## src/rtl/ioctl_pkg.sv

```systemverilog
// Shared definitions for the ioctl upload (read-back) responder.
// Latency: n/a (types and constants only).
// Backpressure: n/a.
package ioctl_pkg;

  typedef enum logic [1:0] {
    IDLE  = 2'd0,
    REQ   = 2'd1,
    DATA  = 2'd2,
    DRAIN = 2'd3
  } state_t;

  localparam logic [7:0] DEF_UPLOAD_INDEX = 8'd2;
  localparam logic [7:0] DEF_FILL_BYTE    = 8'hFF;

endpackage

```

## src/rtl/ioctl_upload_reader.sv

```systemverilog
// Answers HPS ioctl upload reads by fetching one byte per ioctl_rd from a core-side memory.
// Latency: rd to ioctl_din valid is 3 cycles minimum (grant in first REQ cycle, rvalid next).
// Backpressure: ioctl_wait stalls the HPS while a read is pending; mem_req is held until mem_gnt.
//
// Ports:
//   clk_sys, reset_n                      clock, async active-low reset (memory side shares it)
//   ioctl_upload/index/addr/rd            HPS upload session and read strobe
//   ioctl_din, ioctl_wait                 read data and stall back to the HPS
//   ioctl_upload_req, upload_trigger      core-initiated upload request handshake
//   upload_done                           one-cycle pulse when a matching session ends
//   mem_req/addr/gnt/rvalid/rdata         byte memory read port
module ioctl_upload_reader
  import ioctl_pkg::*;
#(
  parameter logic [7:0] UPLOAD_INDEX = DEF_UPLOAD_INDEX,
  parameter int         ADDR_W       = 14,
  parameter int         MEM_SIZE     = 16384,
  parameter logic [7:0] FILL_BYTE    = DEF_FILL_BYTE
) (
  input  logic              clk_sys,
  input  logic              reset_n,
  input  logic              ioctl_upload,
  input  logic [7:0]        ioctl_index,
  input  logic [24:0]       ioctl_addr,
  input  logic              ioctl_rd,
  output logic [7:0]        ioctl_din,
  output logic              ioctl_wait,
  output logic              ioctl_upload_req,
  input  logic              upload_trigger,
  output logic              upload_done,
  output logic              mem_req,
  output logic [ADDR_W-1:0] mem_addr,
  input  logic              mem_gnt,
  input  logic              mem_rvalid,
  input  logic [7:0]        mem_rdata
);

  localparam logic [31:0] MEM_LIMIT = 32'(MEM_SIZE);

  state_t              state, state_n;
  logic [7:0]          din_n;
  logic                wait_n;
  logic                mem_req_n;
  logic [ADDR_W-1:0]   mem_addr_n;
  logic                active;
  logic                active_q;
  logic                in_range;

  assign active = ioctl_upload && (ioctl_index == UPLOAD_INDEX);

  // Full 25-bit compare so high addresses never alias into the memory.
  assign in_range = ({7'd0, ioctl_addr} < MEM_LIMIT);

  always_comb begin
    state_n    = state;
    din_n      = ioctl_din;
    wait_n     = ioctl_wait;
    mem_req_n  = mem_req;
    mem_addr_n = mem_addr;
    case (state)
      IDLE: begin
        if (ioctl_rd && active) begin
          if (in_range) begin
            state_n    = REQ;
            mem_addr_n = ioctl_addr[ADDR_W-1:0];
            mem_req_n  = 1'b1;
            wait_n     = 1'b1;
          end else begin
            din_n = FILL_BYTE;
          end
        end
      end
      REQ: begin
        if (!active) begin
          // A grant in the same cycle still leaves a read in flight that
          // must be absorbed before a new request can start.
          state_n   = mem_gnt ? DRAIN : IDLE;
          mem_req_n = 1'b0;
          wait_n    = 1'b0;
        end else if (mem_gnt) begin
          state_n   = DATA;
          mem_req_n = 1'b0;
        end
      end
      DATA: begin
        if (!active) begin
          // Session lost: release the HPS now; data arriving this very
          // cycle is dropped and the read is already complete.
          state_n = mem_rvalid ? IDLE : DRAIN;
          wait_n  = 1'b0;
        end else if (mem_rvalid) begin
          state_n = IDLE;
          din_n   = mem_rdata;
          wait_n  = 1'b0;
        end
      end
      DRAIN: begin
        if (mem_rvalid) state_n = IDLE;
      end
      default: state_n = IDLE;
    endcase
  end

  always_ff @(posedge clk_sys or negedge reset_n) begin
    if (!reset_n) begin
      state      <= IDLE;
      ioctl_din  <= 8'h00;
      ioctl_wait <= 1'b0;
      mem_req    <= 1'b0;
      mem_addr   <= '0;
    end else begin
      state      <= state_n;
      ioctl_din  <= din_n;
      ioctl_wait <= wait_n;
      mem_req    <= mem_req_n;
      mem_addr   <= mem_addr_n;
    end
  end

  // Session edge detection and the core's upload request level.
  always_ff @(posedge clk_sys or negedge reset_n) begin
    if (!reset_n) begin
      active_q         <= 1'b0;
      upload_done      <= 1'b0;
      ioctl_upload_req <= 1'b0;
    end else begin
      active_q    <= active;
      upload_done <= active_q && !active;
      if (active && !active_q)
        ioctl_upload_req <= 1'b0;
      else if (upload_trigger && !active)
        ioctl_upload_req <= 1'b1;
    end
  end

endmodule

```

## config.mk

```make
export PLATFORM = sky130hd
export DESIGN_NAME = ioctl_upload_reader
export DESIGN_NICKNAME = d
export VERILOG_FILES = /design/src/rtl/ioctl_pkg.sv /design/src/rtl/ioctl_upload_reader.sv
export SDC_FILE = /design/constraint.sdc
export NUM_CORES = 1
export LEC_CHECK = 0
export CORE_UTILIZATION = 46
export DETAILED_ROUTE_END_ITERATION = 10
export PLACE_DENSITY = 0.95
export SLEW_MARGIN = 20
export SYNTH_ARGS = -nofsm -noshare
export SYNTH_HDL_FRONTEND = slang
export SYNTH_SLANG_ARGS = --single-unit
```

## constraint.sdc

```tcl
create_clock -name clk_sys -period 3.14 [get_ports clk_sys]
set_clock_uncertainty 0.15 [all_clocks]
set_input_delay 0.471 -clock clk_sys [delete_from_list [all_inputs] [get_ports clk_sys]]
set_output_delay 0.471 -clock clk_sys [all_outputs]
set_load 0.05 [all_outputs]
```

==> flow_summary.ini <==
[global_routing]
grt_pass1_vias = 1548
grt_max_degree = 30
grt_usage_pct = 23.3
antenna_found_initial = 0
grt_pass1_wl_um = 7200
grt-ovfl-total = 0

[floorplan]
rows = 21
die_h_um = 63.2
die_w_um = 63.2
die-area_sq_um = 3990
start_util_pct = 49.6
pin_count = 74
core_region_area_sq_um = 3470

[pwr]
leakage_nw = 0.993
vdd_drop_max_uv = 387
power_density_nw_per_um2 = 591

[synth]
synthDominantCellAreaShare_pct = 42.2
syn_inst = 152
netlist_area_sq_um = 1720
synth_fp_nets = 204
ys.flop_type = dfrtp_1
synth_seq_cells = 29
async_flop_share_pct = 100
avgSynthCellArea_sq_um = 11.3
synth_area_leaders = dfrtp_1, mux2_4, o221ai_1, nand3b_1, mux2_2
yosysWarnings = 0
synth_cell_type_count = 42
yosysTopAreaCell = dfrtp_1
synth-edff-count = 0
ys_seq_area_share_pct = 42.2

[final_layout]
area_growth_pct = 47.5
antennaDiodeCount = 0
final_layout_size_suffix_gt1_share_pct = 16.3
multi_input_area_sq_um = 906
layout.nets = 278
nFillCells = 264
fin_util_pct = 73.2
seqCellArea_sq_um = 726

[sta]
maxSlewViolCount = 0
finalHoldViolations = 0
tightest_slew_ns = 0.635
period_share_pct = 76.9
period_needed_ns = 2.42
setup_tns_ns = 0
rsz0062_at_grt = no
setup_viol = 0
fmax_mhz = 414
setup_ws_ns = 0.724
slew_headroom_pct = 57.6

[cts]
ctsResizeCount = 0
clk_latency_ns = 0.28
cts_root_buf = clkbuf_8
cts_tree = done
clk_pin_slew_worst_paths_ns = 0.07
clock_path_buffers = 2
cts_setup_buffers = 0
cts_hold_buf = 0
cts-buffers-inserted = 5
htree_levels = 2
cts.sinks = 29

[outcome]
status = finished clean

[detailed_routing]
wl_um = 4300
drt_iter0_drc = 83
wire_per_inst_um = 15.8
vias = 1525
vias_per_cell = 5.59
first_pass_iters = 4
detail-route-antenna-nets = 0
drc = 0

[setup_path]
crit_path_end_kind = flip-flop
critPathLaunchType = input port
cp_max_fo = 16
cp_data_required_time_ns = 3.18
cp.arrival_ns = 2.46
critPathKind = in2reg

[hold_path]
min_path_type = reg2reg

[run]
maxCapViolCount = 0

[placed_design]
dp_hpwl_um = 3130
io_buffers = 73
dpl_worst_slack_ns = 0.430
gp_congestion = 0.802
==> kinds of logic after synthesis <==
group | Yosys count | share of synthesized area (%)
AND/OR/NAND/NOR | 62 | 24.4
flip-flops | 29 | 42.2
AO/OA/AOI/OAI | 28 | 13.1
multiplexers | 15 | 11.7
buffers and inverters | 13 | 5.23
adder cells (fa/ha/maj) | 4 | 2.91
XOR/XNOR | 1 | 0.509
==> metrics by stage <==
step                      total power [W]  hold slack [ns]  std cells  instance area, sq um
after floorplan                  0.000977           0.0254        152                  1720
after CTS                         0.00150            0.364        273                  2540
final                             0.00150            0.359        273                  2540
after global routing              0.00158            0.381        273                  2540
after detailed placement          0.00121            0.340        265                  2450
after global placement            0.00119            0.337        265                  2450
==> metal layers <==
layer | vias up | track usage, % | routed length [um]
met4 | 0 | 8.52 | 52
met1 | 735 | 27.8 | 1690
met3 | 7 | 4.53 | 289
li1 | 714 | - | -
met2 | 69 | 41.3 | 2260
met5 | - | 0 | 0
==> where the power goes <==
part           internal [W]  switching [W]
clock              0.000153       0.000146
combinational      0.000286       0.000415
sequential         0.000439      0.0000614
total              0.000877       0.000623
==> state kept, by name, summed over array words and instances, names as in the netlist <==
| name | cells |
|---|---|
| mem_addr | 14 |
| ioctl_din | 8 |
| state | 2 |
| active_q | 1 |
| ioctl_upload_req | 1 |
| ioctl_wait | 1 |
| mem_req | 1 |
| upload_done | 1 |
==> cell usage after synthesis, drive strengths merged, types with 2 or more instances <==
cell    instances
a211oi          9
a21oi           5
and3            2
buf             4
clkbuf          2
dfrtp          29
ha              4
inv             6
mux2           14
nand2           2
nand2b          6
nand3           3
nand3b          8
nor2           16
nor2b           2
nor3           11
nor3b           2
nor4            3
o221ai         10
or2b            2
==> worst max-delay path: stages <==
cell	delay [ns]
clkdlybuf4s50_1	0.59
nor4bb_1	0.33
nand3_1	0.47
nand3b_1	0.24
o221ai_1	0.13
a211oi_1	0.22
==> path summary, 6_finish.rpt <==
check	startpoint	endpoint	slack (ns)	cells past startpoint
worst max-delay path	mem_rvalid	ioctl_din[6]	0.72	6
worst min-delay path	mem_addr[11]	mem_addr[11]	0.36	1
worst max register to register	state[0]	ioctl_din[4]	0.78	6
worst min register to register	mem_addr[11]	mem_addr[11]	0.36	1
max in group asynchronous	reset_n	mem_addr[12]	2.12	2
min in group asynchronous	reset_n	ioctl_din[1]	0.43	2
==> area by class of cell <==
class	instances	area share (%)
flip-flops and latches	29	28.6
repair buffers	74	29.1
clock inverters	3	0.690
clock buffers	5	2.71
inverters	6	0.986
multi-input cells	110	35.7
well taps	46	2.27
==> cell usage in the layout, fill, tap and decap left out, types with 2 or more instances in the layout <==
cell	n
a211oi_1	7
a211oi_2	2
a21oi_1	5
clkbuf_8	5
clkdlybuf4s50_1	73
clkinv_2	2
dfrtp_1	29
ha_1	4
inv_1	5
mux2_2	5
mux2_4	9
nand2_1	2
nand2b_1	6
nand3_4	2
nand3b_1	8
nor2_1	15
nor2b_1	2
nor3_1	11
nor4_1	2
o221ai_1	10
or2b_2	2
(Power assumes the default switching activity.)
